File: src/rtl/tdmrc_pkg.sv
// Shared types and constants for the E-TDMRC cipher output path.
package tdmrc_pkg;

  localparam int TDMRC_BLOCK_BYTES = 5;
  localparam int TDMRC_BLOCK_W     = 40;

  typedef logic [7:0]               tdmrc_byte_t;
  typedef logic [TDMRC_BLOCK_W-1:0] tdmrc_block_t;

  typedef enum logic [1:0] {
    IDLE,
    SEND,
    CHK
  } tdmrc_state_t;

endpackage

File: src/rtl/tdmrc_blk_fifo.sv
// Block buffer: DEPTH entries of one 40-bit cipher block each.
// The head entry is presented combinationally. A push while full is
// accepted only when the head is popped on the same edge.
module tdmrc_blk_fifo
  import tdmrc_pkg::*;
#(
  parameter int DEPTH = 2
) (
  input  logic                     clk,
  input  logic                     rst,
  input  logic                     push,
  input  tdmrc_block_t             wr_data,
  input  logic                     pop,
  output tdmrc_block_t             rd_data,
  output logic [$clog2(DEPTH):0]   level,
  output logic                     full,
  output logic                     empty
);

  localparam int                AW       = $clog2(DEPTH);
  localparam logic [AW:0]       LVL_FULL = (AW+1)'(DEPTH);

  tdmrc_block_t mem [DEPTH];
  logic [AW-1:0] wr_ptr;
  logic [AW-1:0] rd_ptr;
  logic          push_ok;
  logic          pop_ok;

  assign full    = (level == LVL_FULL);
  assign empty   = (level == '0);
  assign pop_ok  = pop & ~empty;
  assign push_ok = push & (~full | pop_ok);
  assign rd_data = mem[rd_ptr];

  // Storage write; block data carries no reset.
  always_ff @(posedge clk) begin
    if (push_ok) mem[wr_ptr] <= wr_data;
  end

  // Pointers and occupancy; power-of-two depth lets pointers wrap naturally.
  always_ff @(posedge clk or posedge rst) begin
    if (rst) begin
      wr_ptr <= '0;
      rd_ptr <= '0;
      level  <= '0;
    end else begin
      if (push_ok) wr_ptr <= wr_ptr + AW'(1);
      if (pop_ok)  rd_ptr <= rd_ptr + AW'(1);
      case ({push_ok, pop_ok})
        2'b10:   level <= level + (AW+1)'(1);
        2'b01:   level <= level - (AW+1)'(1);
        default: level <= level;
      endcase
    end
  end

endmodule

File: src/rtl/tdmrc_cipher_serializer.sv
// Captures cipher blocks on the rising edge of the core's done level,
// buffers them and streams each as bytes (MSB byte first) over a
// valid/ready link, optionally followed by an XOR checksum byte.
module tdmrc_cipher_serializer
  import tdmrc_pkg::*;
#(
  parameter int DEPTH      = 2,
  parameter int APPEND_CHK = 1
) (
  input  logic                   clk,
  input  logic                   rst,
  input  logic [39:0]            blk_in,
  input  logic                   blk_valid,
  output logic [7:0]             out_data,
  output logic                   out_valid,
  input  logic                   out_ready,
  output logic                   out_last,
  output logic [$clog2(DEPTH):0] level,
  output logic                   overflow,
  input  logic                   clear_ovf
);

  localparam int          LW       = $clog2(DEPTH) + 1;
  localparam logic [2:0]  IDX_LAST = 3'(TDMRC_BLOCK_BYTES - 1);

  tdmrc_state_t state, state_nx;
  logic [2:0]   idx, idx_nx;
  logic         blk_valid_q;
  logic         cap;
  logic         xfer;
  logic         pop;
  logic         more;
  logic         ovf_set;
  logic         fifo_full;
  logic         fifo_empty;
  tdmrc_block_t head;

  // Byte i of a block, byte 0 being the most significant.
  function automatic tdmrc_byte_t blk_byte(input tdmrc_block_t b, input logic [2:0] i);
    case (i)
      3'd0:    blk_byte = b[39:32];
      3'd1:    blk_byte = b[31:24];
      3'd2:    blk_byte = b[23:16];
      3'd3:    blk_byte = b[15:8];
      default: blk_byte = b[7:0];
    endcase
  endfunction

  // XOR checksum over the five cipher bytes.
  function automatic tdmrc_byte_t blk_xor(input tdmrc_block_t b);
    blk_xor = b[39:32] ^ b[31:24] ^ b[23:16] ^ b[15:8] ^ b[7:0];
  endfunction

  assign cap     = blk_valid & ~blk_valid_q;
  assign xfer    = out_valid & out_ready;
  assign pop     = xfer & out_last;
  // A block other than the head is waiting, so the next one follows without a bubble.
  assign more    = (level > LW'(1));
  // Drop only when full and the head is not leaving on this edge.
  assign ovf_set = cap & fifo_full & ~pop;

  tdmrc_blk_fifo #(
    .DEPTH (DEPTH)
  ) u_fifo (
    .clk     (clk),
    .rst     (rst),
    .push    (cap),
    .wr_data (blk_in),
    .pop     (pop),
    .rd_data (head),
    .level   (level),
    .full    (fifo_full),
    .empty   (fifo_empty)
  );

  // Control registers: done edge detector, FSM, byte index, sticky overflow.
  always_ff @(posedge clk or posedge rst) begin
    if (rst) begin
      blk_valid_q <= 1'b0;
      state       <= IDLE;
      idx         <= '0;
      overflow    <= 1'b0;
    end else begin
      blk_valid_q <= blk_valid;
      state       <= state_nx;
      idx         <= idx_nx;
      if (ovf_set)        overflow <= 1'b1;
      else if (clear_ovf) overflow <= 1'b0;
    end
  end

  // Next-state and output decode; outputs depend only on state, idx and head.
  always_comb begin
    state_nx  = state;
    idx_nx    = idx;
    out_valid = 1'b0;
    out_last  = 1'b0;
    out_data  = '0;
    case (state)
      IDLE: begin
        if (!fifo_empty) begin
          state_nx = SEND;
          idx_nx   = '0;
        end
      end
      SEND: begin
        out_valid = 1'b1;
        out_data  = blk_byte(head, idx);
        out_last  = (APPEND_CHK == 0) && (idx == IDX_LAST);
        if (out_ready) begin
          if (idx == IDX_LAST) begin
            idx_nx = '0;
            if (APPEND_CHK != 0) state_nx = CHK;
            else                 state_nx = more ? SEND : IDLE;
          end else begin
            idx_nx = idx + 3'd1;
          end
        end
      end
      CHK: begin
        out_valid = 1'b1;
        out_data  = blk_xor(head);
        out_last  = 1'b1;
        if (out_ready) begin
          idx_nx   = '0;
          state_nx = more ? SEND : IDLE;
        end
      end
      default: begin
        state_nx = IDLE;
        idx_nx   = '0;
      end
    endcase
  end

endmodule

File: config.mk
export PLATFORM = sky130hd
export DESIGN_NAME = tdmrc_cipher_serializer
export DESIGN_NICKNAME = d
export VERILOG_FILES = /design/src/rtl/tdmrc_pkg.sv /design/src/rtl/tdmrc_blk_fifo.sv /design/src/rtl/tdmrc_cipher_serializer.sv
export SDC_FILE = /design/constraint.sdc
export NUM_CORES = 1
export LEC_CHECK = 0
export BUFFER_PORTS_ARGS = -buffer_cell sky130_fd_sc_hd__buf_4
export CORE_ASPECT_RATIO = 0.6
export CORE_MARGIN = 8
export CORE_UTILIZATION = 30
export DETAILED_ROUTE_END_ITERATION = 12
export SLEW_MARGIN = 30
export SYNTH_ARGS = -nofsm -noshare
export SYNTH_HDL_FRONTEND = slang
export SYNTH_HIERARCHICAL = 1
export SYNTH_SLANG_ARGS = --single-unit
File: constraint.sdc
create_clock -name clk -period 3.9 [get_ports clk]
set_input_delay 0 -clock clk [delete_from_list [all_inputs] [get_ports clk]]
set_output_delay 0 -clock clk [all_outputs]
set_load 0.03 [all_outputs]
Word-level counts from Yosys, hierarchy flattened
Memories as Yosys holds them, arrays and structs flattened.
Index checks and enable logic that the tools add are counted.
{"block": "word_totals", "register_bits": 11, "ram_bits": 80, "elab_cells": 71, "input_bits": 45, "mem_count": 1, "output_inout_bits": 13}
{"block": "op_classes", "order_cmp": 1, "n_eq_ne": 13, "n_addsub": 5, "bitwise_logic": 16, "n_mux": 20, "n_reduce_logical": 8}
{"name": "u_fifo.mem", "depth": 2, "width": 40, "rd": 1, "rd_clocked_by_memory_dff": 0, "wr": 1, "line": "tdmrc_blk_fifo.sv:23", "source": "tdmrc_block_t mem [DEPTH];"}
{"op": "$pmux 8 s4", "n": 1}
{"op": "$xor 8x8->8", "n": 4}
{"op": "$pmux 8 s2", "n": 1}
{"op": "$mux 3", "n": 4}
{"op": "$pmux 3 s3", "n": 1}
{"op": "$mux 2", "n": 4}
{"op": "$ne 2x2->1 const B", "n": 4}
{"op": "$and 1x1->1", "n": 7}
{"op": "$mux 1", "n": 7}
{"op": "$eq 2x2->1 const B", "n": 3}
{"op": "$eq 3x2->1 const B", "n": 2}
{"op": "$pmux 2 s3", "n": 1}
{"op": "$eq 2x1->1 const B", "n": 2}
{"op": "$logic_not 2->1", "n": 2}
{"op": "$not 1->1", "n": 4}
{"op": "$pmux 2 s2", "n": 1}
{"op": "$reduce_and 4->1", "n": 1}
{"op": "$reduce_bool 2->1", "n": 2}
{"op": "$add 3x1->3 const B", "n": 1}
{"op": "$eq 3x1->1 const B", "n": 1}
{"op": "$eq 3x3->1 const B", "n": 1}
{"op": "$logic_not 3->1", "n": 1}
{"op": "$reduce_and 3->1", "n": 1}
{"op": "$add 1x1->1 const B", "n": 2}
{"op": "other kinds (5)", "n": 5}

Longest topological paths before layout
Gate-level depths: netlist of the first run.
{"block": "depth", "word_depth": 10, "ltp_mapped": 8}

Cells and area by module
The synthesis of the first run kept the hierarchy.
{"mod": "tdmrc_blk_fifo", "n_inst": 1, "area_each_um2": 3101.7, "cells_per_inst": 150}
{"mod": "tdmrc_cipher_serializer", "n_inst": 1, "area_each_um2": 1213.7, "cells_per_inst": 136}

Least setup slack after synthesis of the first run
No wires, ideal clock.
{"block": "synth_path", "kind": "register to register", "from": "register state[0]", "to": "memory u_fifo/mem[0][0] (netlist bit) (enable)", "setup_slack_ns": 0.214, "path_buffers": 1, "arrival_ns": 3.249, "path_stages_with_launch": 8, "setup_ns": 0.437, "t_required_ns": 3.463, "cell_sequence": "dfrtp_1 > inv_1 > ha_1 > clkbuf_1 > and2_1 > or3b_1 > nand2_2 > nor2_1"}
{"element": "start: declaration", "line": "tdmrc_cipher_serializer.sv:26", "source": "tdmrc_state_t state, state_nx;"}
{"element": "start signal: assignment", "line": "tdmrc_cipher_serializer.sv:85", "source": "state <= state_nx;"}
{"element": "$eq 2x2->1", "line": "tdmrc_cipher_serializer.sv:99", "source": "case (state)"}
{"element": "$mux 1", "line": "tdmrc_cipher_serializer.sv:99"}
{"element": "via out_last", "line": "tdmrc_cipher_serializer.sv:17", "source": "output logic out_last,"}
{"element": "$and 1x1->1", "line": "tdmrc_cipher_serializer.sv:56", "source": "assign pop = xfer & out_last;"}
{"element": "via pop", "line": "tdmrc_cipher_serializer.sv:31", "source": "logic pop;"}
{"element": "$and 1x1->1", "line": "tdmrc_blk_fifo.sv:31", "source": "assign pop_ok = pop & ~empty;"}
{"element": "$or 1x1->1", "line": "tdmrc_blk_fifo.sv:32", "source": "assign push_ok = push & (~full | pop_ok);"}
{"element": "$and 1x1->1", "line": "tdmrc_blk_fifo.sv:32"}
{"element": "$mux 1", "line": "tdmrc_blk_fifo.sv:37", "source": "if (push_ok) mem[wr_ptr] <= wr_data;"}
{"element": "$mux 1 (implied by the code)", "line": "tdmrc_blk_fifo.sv:37"}
{"element": "end: declaration", "line": "tdmrc_blk_fifo.sv:23"}
The timed path passes the listed nets, and every way through them passes these cells.

Worst setup path in the final report of the first run
{"block": "layout_path", "from": "register u_fifo.rd_ptr", "to": "output port out_data[7]"}
{"block": "layout_between", "elab_chain_cells": 6}
{"element": "start: declaration", "line": "tdmrc_blk_fifo.sv:25", "source": "logic [AW-1:0] rd_ptr;"}
{"element": "start signal: assignment", "line": "tdmrc_blk_fifo.sv:48", "source": "if (pop_ok) rd_ptr <= rd_ptr + AW'(1);"}
{"element": "$mem_v2 2x40 (*)"}
{"element": "via head[39]", "line": "tdmrc_cipher_serializer.sv:36", "source": "tdmrc_block_t head;"}
{"element": "$xor 8x8->8 (4 in a row)", "line": "tdmrc_cipher_serializer.sv:51", "source": "blk_xor = b[39:32] ^ b[31:24] ^ b[23:16] ^ b[15:8] ^ b[7:0];"}
{"element": "$pmux 8 s2 (*)", "line": "tdmrc_cipher_serializer.sv:99"}
{"element": "end: declaration", "line": "tdmrc_cipher_serializer.sv:14", "source": "output logic [7:0] out_data,"}
The timed path passes the listed nets; every way through them passes the cells marked *.

==> results of run 1 <==
through the flow:
step	instance area, sq um	setup slack (ps)	instances	utilization, %
finish	5680	1060	588	39.9
global route	5680	906	588	39.9
CTS	5680	1040	588	39.9
detailed placement	4930	1200	529	34.6
global placement	4930	1260	529	34.6
floorplan	4320	214	286	-
cell families after synthesis:
family / Yosys count
and+or+nand+nor: 42
buffers and inverters: 23
AOI/OAI and AO/OA: 53
DFF: 91
muxes: 42
adders and majority gates: 9
xor gates and xnor gates: 26
path summary, 6_finish.rpt:
kind                                               end  slack [ps]                      start  cells after the start
hold / removal                    overflow$_DFFE_PP0P_         120                  out_ready                      3
setup / recovery                           out_data[7]        1060  u_fifo/rd_ptr$_DFFE_PP0P_                      7
min in group asynchronous    u_fifo/wr_ptr$_DFFE_PP0P_         150                        rst                      3
setup reg to reg           u_fifo/mem[0][15]$_DFFE_PP_        1430       state[0]$_DFFE_PP0P_                      7
hold reg to reg                     idx[1]$_DFFE_PP0P_         560         idx[1]$_DFFE_PP0P_                      2
max in group asynchronous         state[1]$_DFFE_PP0P_        3500                        rst                      3
layout by cell type (no fill, tap or decap), types with 6 or more instances in the layout:
| cell type | synthesis | final |
|---|---|---|
| xnor2_1 | 10 | 10 |
| a222oi_1 | 8 | 8 |
| xor2_1 | 8 | 8 |
| dfrtp_1 | 11 | 11 |
| nand2_1 | 24 | 24 |
| edfxtp_1 | 80 | 80 |
| dlygate4sd3_1 | 0 | 43 |
| xnor3_1 | 8 | 8 |
| nor2_1 | 7 | 6 |
| buf_4 | 1 | 59 |
| mux2_2 | 41 | 41 |
| ha_1 | 9 | 9 |
| o211ai_1 | 8 | 8 |
| a21boi_1 | 8 | 8 |
| clkbuf_16 | 0 | 9 |
| a211o_2 | 8 | 8 |
| inv_1 | 8 | 8 |
| o21ai_0 | 10 | 10 |
layout make-up:
cell class                 count  area [sq um]  share of cell area (%)
clock inverter                 7          90.1                    1.59
multi-input combinational    172          1540                    27.0
timing repair buffer         102           873                    15.4
sequential                    91          2680                    47.1
clock buffer                   9           225                    3.96
tap                          198           248                    4.36
inverter                       9          33.8                   0.594
flip-flops by register name, summed over array words and instances (netlist names):
signal,cells
u_fifo/mem,80
idx,3
state,2
u_fifo/level,2
blk_valid_q,1
overflow,1
u_fifo/rd_ptr,1
u_fifo/wr_ptr,1
power by group through the flow:
stage,Clock (uW),Sequential (uW),Combinational [uW]
floorplan,0,1320,1280
global route,969,1340,1880
global placement,0,1330,1690
finish,908,1320,1720
CTS,928,1320,1730
detailed placement,0,1340,1690
what timing repair did:
| item | 4_1_cts | 5_1_grt |
|---|---|---|
| hold endpoints to repair | 93 | 0 |
| hold buffers | 43 | 0 |
| setup endpoints to repair | 0 | 0 |
critical path, stage by stage (launching register included):
cell	delay, ps
dfrtp_1	530
buf_4	480
mux2_2	410
xnor3_1	370
xnor2_1	160
nand2_1	60
a21boi_1	260
buf_4	220
routing by layer:
metal  GRT usage (%)  share of wire, %  vias up
li1                -                 -     1282
met1            16.9                53     1305
met2            15.1                41       69
met3            2.93               5.1       10
met4            3.34              0.91        0
met5               0                 0        -
==> results.md, run 1 <==
- Via count: 2666
- Internal power: 2570 uW
- DIE AREA: 0.0186 sq mm
- Layout cells sized above 1: 33.3%
- Overall die height: 109 microns
- Area grow syn2layout: 31.7%
- Initial antenna violation count: 0
- Gr ovfl total: 0
- Max Transition Viols Final: 0
- Sequential share of power: 33.5%
- Core ar.: approximately 0.014 sq mm
- Critical path capture point type: output port
- VDD IR max: 0.292 mV
- Mux cell area share after synthesis: 10.9%
- PD cells: between 600 and 700 mW/mm^2
- Async S/R FF share, synth: 12.1%
- Startpoint Class: flip-flop
- Clk Latency, worst-skew pair: 340 ps
- Synthesis-stage register bit count: between 90 and 100
- # port buffers: 57
- Clock share of power: between 20 and 25%
- Worst Tran Pin Value: 678 ps
- Synth Area in Compound Gates: 9.48%
- Worst setup path class: flip-flop to output port
- Root buffer cell: clkbuf_16
- Most common cell in the netlist: edfxtp_1
- H-tree levels: 3
- XOR/XNOR share of the synthesized area: 7.83%
- Routability cong.: 0.806
- CP max FO: 34
- Hold Slack: between 100 and 150 ps
- Worst Skew: 8.59 ps
- Final setup violation count: 0
- Syn Inst Count: 286
- Setup_tns: 0 ps
- Hold Crit Class: input port to flip-flop
- Initial core utilization: 30.3%
- Total power draw: 3950 uW
- Commonest cells post-synth: 80 x edfxtp_1, 41 x mux2_2, 24 x nand2_1, 11 x dfrtp_1
- Global-route wire length before repair: 15600 microns
- RSZ-0062 raised after global routing: no
- Worst slew margin: between 50% and 60%
- Ys flop type: edfxtp_1
- Final period utilization: 72.8%
- Share of the synthesized area in the top cell type: 55.7%
- Total CTS buffers: 9
- Setup bufs post-CTS: 0
- Lkg Pwr: about 0.0021 uW
- CTS tree: built
- Net Sw Power: 1380 uW
- DP HPWL: 6700 microns
- Mapped cell area: 0.00432 sq mm
- Fillers: 1320
- Switch share: 34.9%
- Pin count of the biggest net entering global routing: 41
- Vias per cell: roughly 4.5
- Post-CTS sizing: 0
- Clock transition at path regs: 60 ps
- Worst endpoint data arrival time: roughly 2800 ps
- First-pass detailed-route iteration total: 5
- Ranking of synthesized cells by area: edfxtp_1 56%, mux2_2 11%, dfrtp_1 6.4%, xnor3_1 4.2%, ha_1 2.6%
- Final hold vios: 0
- Largest family of logic cells by synthesized area: multiplexers
- Avg Synthesized Cell Area: around 15 sq um
- Number of max-cap violations: 0
- Post-DR wirelength/cell: 16.6 microns
- Netlist cell types: 39
- Detailed-route DRC error count: 0
- Clock sinks: 91
- # diodes: 0
- Adder-cell share of the synthesized area: 2.61%
- ANT nets after route: 0
- Die X: 171 microns
- Synth area leader: edfxtp_1
- Register area share after synthesis: between 60 and 70%
- Logic pwr share: 43.6%
- Fin nets: between 400 and 500
- Simple-gate share of the synthesized area: 4.47%
- Total wire length: 9740 microns
- Tot GR Track Use: 11.1%
- Clk buf depth: 2
- Fin crit period: 2840 ps
- Achievable clock frequency: 352 MHz
- IO Count: 58
- Number of DRC markers in iteration 0: around 210
- Vias in the first global route: 2744
- Yosys warnings: 6
- Syn Nets: 340
- Critical path required time: 3900 ps
- Outcome: finished clean
- Number of flops mapped to enable cells by yosys: 80
- # rows: 34
(Power assumes the default switching activity.)
==> run 2: changes to the inputs <==
--- a/config.mk
+++ b/config.mk
@@ -5,6 +5,7 @@
 export SDC_FILE = /design/constraint.sdc
 export NUM_CORES = 1
 export LEC_CHECK = 0
+export ABC_AREA = 1
 export BUFFER_PORTS_ARGS = -buffer_cell sky130_fd_sc_hd__buf_4
 export CORE_ASPECT_RATIO = 0.6
 export CORE_MARGIN = 8
==> constraint.sdc (replaced) <==
create_clock -name clk -period 2.4 [get_ports clk]
set_input_delay 0 -clock clk [delete_from_list [all_inputs] [get_ports clk]]
set_output_delay 0 -clock clk [all_outputs]
set_load 0.03 [all_outputs]
==> run 2 against run 1 <==
Compared with the run above:
- die area increased by 7.5%
- hold slack got worse by 110 ps
- final area is 7.8% higher
- first-iteration DRC count is 26% higher
- count of clock-buffer cells in the layout stayed put
- worst setup slack got worse by 910 ps
- global-route usage is 0.77 points higher
- non-clock buffer count increased by 6
- critical path type unchanged
- largest power group unchanged
- highest routed layer unchanged
==> results.md, run 2 <==
- Outcome: finished clean (unchanged)
- Worst R2R Setup Slack: 560 ps (was 1430 ps)
- Cells along the critical path: clkbuf_8, nand2_1, nand2_1, inv_1, nand2_1, nand2_1, nand2_1, nand2_1, nand2_1, nand3_1, a21oi_1, buf_4 (was buf_4, mux2_2, xnor3_1, xnor2_1, nand2_1, a21boi_1, buf_4)
- Largest register FFs: 80 (unchanged)
- Layout cells sized above 1: 14.8% (was 33.3%)
- R2R depth: 7 (unchanged)
- CTS tree: built (unchanged)
- Area grow syn2layout: 30.9% (was 31.7%)
- Async S/R FF share, synth: 12.1% (unchanged)
- Pin count of the biggest net entering global routing: 41 (unchanged)
- IO Count: 58 (unchanged)
- Routability cong.: 0.839 (was 0.806)
- Worst Skew: 5.32 ps (was 8.59 ps)
- Gr ovfl total: 0 (unchanged)
- Hold Crit Class: input port to flip-flop (unchanged)
- Core ar.: 0.0153 sq mm (was 0.0143 sq mm)
- CP max FO: 40 (was 34)
- Clock transition at path regs: 60 ps (about the same)
- Syn Nets: 607 (was 340)
- Multi-input gate area: 0.00171 sq mm (was 0.00154 sq mm)
- Most common cell in the netlist: nand2_1 (was edfxtp_1)
- Fin nets: 714 (was 439)
- Post-DP Area: 0.00540 sq mm (was 0.00493 sq mm)
- Vias in the first global route: 3989 (was 2744)
- Number of max-cap violations: 0 (unchanged)
- Total power draw: 6840 uW (was 3950 uW)
- Fillers: 1502 (was 1320)
- Final Instance Area: 0.00613 sq mm (was 0.00568 sq mm)
- Final setup violation count: 0 (unchanged)
- CP most frequent cell: nand2_1 (was buf_4)
- # port buffers: 57 (unchanged)
- Synth area leader: edfxtp_1 (unchanged)
- Lkg Pwr: 0.00289 uW (was 0.00210 uW)
- Overall die height: 113 microns (was 109 microns)
- Synth Area in Compound Gates: 2.46% (was 9.48%)
- Worst setup path class: flip-flop to output port (unchanged)
- Share of the synthesized area in the top cell type: 51.3% (was 55.7%)
- Final hold vios: 0 (unchanged)
- Yosys warnings: 6 (unchanged)
- Avg Synthesized Cell Area: 8.47 sq um (was 15.1 sq um)
- Root buffer cell: clkbuf_16 (unchanged)
- Synthesis-stage register bit count: 91 (unchanged)
- Placed insts: 809 (was 529)
- PD cells: 1120 mW/mm^2 (was 696 mW/mm^2)
- # diodes: 0 (unchanged)
- Ranking of synthesized cells by area: edfxtp_1 51%, nand2_1 22%, dfrtp_1 5.9%, inv_1 5.3%, nand3_1 3.0% (was edfxtp_1 56%, mux2_2 11%, dfrtp_1 6.4%, xnor3_1 4.2%, ha_1 2.6%)
- VDD IR max: 0.604 mV (was 0.292 mV)
- Layout Cells excl Fill: 867 (was 588)
- Die X: 177 microns (was 171 microns)
- Via count: 3843 (was 2666)
- Initial core utilization: 30.5% (was 30.3%)
- Vias per cell: 4.43 (was 4.53)
- Adder-cell share of the synthesized area: 2.41% (was 2.61%)
- Most common cell after layout, fill and taps aside: nand2_1 (was edfxtp_1)
- RSZ-0062 raised after global routing: yes (was no)
- Commonest cells post-synth: 270 x nand2_1, 80 x edfxtp_1, 66 x inv_1, 31 x nor2_1, 28 x nand3_1 (was 80 x edfxtp_1, 41 x mux2_2, 24 x nand2_1, 11 x dfrtp_1)
- DIE AREA: 0.0200 sq mm (was 0.0186 sq mm)
- Post-DR wirelength/cell: 13.0 microns (was 16.6 microns)
- Clock sinks: 91 (unchanged)
- ANT nets after route: 0 (unchanged)
- Netlist cell types: 24 (was 39)
- Slowest stage delay, CP: 410 ps (was 530 ps)
- Mapped cell area: 0.00468 sq mm (was 0.00432 sq mm)
- Initial antenna violation count: 0 (unchanged)
- First-pass detailed-route iteration total: 5 (unchanged)
- RR Startpoint: state[0]$_DFFE_PP0P_ (unchanged)
- Storage cell area: 0.00268 sq mm (unchanged)
- Achievable clock frequency: 445 MHz
- DP HPWL: 8350 microns (was 6700 microns)
- Layout Utilization: 40.0% (was 39.9%)
- Max Transition Viols Final: 0 (unchanged)
- Clk buf depth: 2 (unchanged)
- Critical path capture point type: output port (unchanged)
- Total wire length: 11300 microns (was 9740 microns)
- Worst endpoint data arrival time: 2250 ps (was 2840 ps)
- Ys flop type: edfxtp_1 (unchanged)
- Startpoint Class: flip-flop (unchanged)
- Worst slew margin: 75.2% (was 54.8%)
- # rows: 35 (was 34)
- XOR/XNOR share of the synthesized area: 2.06% (was 7.83%)
- Max stage delay cell, worst path: dfrtp_1 (unchanged)
- Register area share after synthesis: 57.2% (was 62.0%)
- Setup bufs post-CTS: 0 (unchanged)
- Final period utilization: 93.7%
- Commonest non-fill, non-tap cells in the layout: 270 x nand2_1, 80 x edfxtp_1, 66 x inv_1 (was 80 x edfxtp_1, 59 x buf_4, 43 x dlygate4sd3_1)
- Largest family of logic cells by synthesized area: simple AND/OR/NAND/NOR gates (was multiplexers)
- Setup_tns: 0 ps (unchanged)
- Hold Path Sink: overflow$_DFFE_PP0P_ (unchanged)
- Tot GR Track Use: 11.9% (was 11.1%)
- Number of flops mapped to enable cells by yosys: 80 (unchanged)
- Fin crit period: roughly 2200 ps
- Biggest regs: u_fifo/mem x80, idx x3 (unchanged)
- Worst Path Buf+Inv: 3 (was 2)
- Number of DRC markers in iteration 0: 263 (was 208)
- Worst Tran Pin Value: 372 ps (was 678 ps)
- Syn Inst Count: 553 (was 286)
- Detailed-route DRC error count: 0 (unchanged)
- Hold_sp: out_ready (unchanged)
- Simple-gate share of the synthesized area: 29.0% (was 4.47%)
- Total CTS buffers: 9 (unchanged)
- Largest register by flop count: u_fifo/mem (unchanged)
- Mux cell area share after synthesis: 0% (was 10.9%)
- H-tree levels: 3 (unchanged)
- Clk Latency, worst-skew pair: 340 ps (about the same)
- CP top delay family: simple AND/OR/NAND/NOR gates (was buffers and inverters)
- R2R Path End: u_fifo/mem[0][38]$_DFFE_PP_ (was u_fifo/mem[0][15]$_DFFE_PP_)
- WHS Path Cells: 4 (was 3)
- Global-route wire length before repair: 18900 microns (was 15600 microns)
- Critical path required time: 2400 ps (was 3900 ps)
==> run 2: kinds of logic after synthesis <==
family                   count (synthesis)
buffers and inverters                   82
XOR/XNOR                                11
AND/OR/NAND/NOR                        339
AO/OA/AOI/OAI                           21
flip-flops                              91
adder cells (fa/ha/maj)                  9
==> run 2: how the worst max path moves through the flow <==
stage | slack, ps | to | startpoint | cells past startpoint
3_3_place_gp | 520 | out_data[6] | idx[0]$_DFFE_PP0P_ | 11
3_5_place_dp | 490 | out_data[4] | idx[0]$_DFFE_PP0P_ | 11
4_1_cts | 90 | out_data[4] | idx[0]$_DFFE_PP0P_ | 11
6_report | 150 | out_data[4] | u_fifo/rd_ptr$_DFFE_PP0P_ | 12
5_1_grt | -20 | out_data[4] | u_fifo/rd_ptr$_DFFE_PP0P_ | 12
2_1_floorplan | 50 | u_fifo/mem[0][0]$_DFFE_PP_ | state[0]$_DFFE_PP0P_ | 7
==> run 2: final cells by class <==
class / count / area share [%]
Sequential cell: 91 / 43.7
Multi-Input combinational cell: 380 / 28.0
Timing Repair Buffer: 108 / 15.3
Inverter: 70 / 4.33
Tap cell: 203 / 4.14
Clock buffer: 9 / 3.67
Clock inverter: 6 / 0.898
==> run 2: worst reg2reg max path, cell delays in order, from the launching register on <==
cell and delay (ps):
dfrtp_1 400, inv_1 110, ha_2 180, nand2_1 60, inv_1 130, o21ai_2 140
nor2_4 160, buf_4 310
==> run 2: timing repair <==
item / CTS / global route
setup endpoints to repair: 0 / 8
gates resized for setup: 0 / 7
endpoints found under the hold margin: 93 / 0
hold buffers: 43 / 0
==> run 2: metal layers <==
| metal | track usage [%] | share of wire [%] |
|---|---|---|
| met5 | 0 | 0 |
| met4 | 2.93 | 0.54 |
| met3 | 3.29 | 6.4 |
| met2 | 19.3 | 46 |
| met1 | 15.4 | 47 |
==> run 2: stage by stage <==
stage          hold slack, ps  setup WS, ps
5_1_grt                  40.7         -23.1
3_5_place_dp            -67.8           486
6_report                 5.41           151
4_1_cts                 0.454          91.7
3_3_place_gp            -66.8           518
2_1_floorplan            -234          48.6
==> run 2: power breakdown <==
part	switching [uW]	internal, uW
sequential	119	1990
combinational	2270	1130
clock	605	721
total	2990	3840
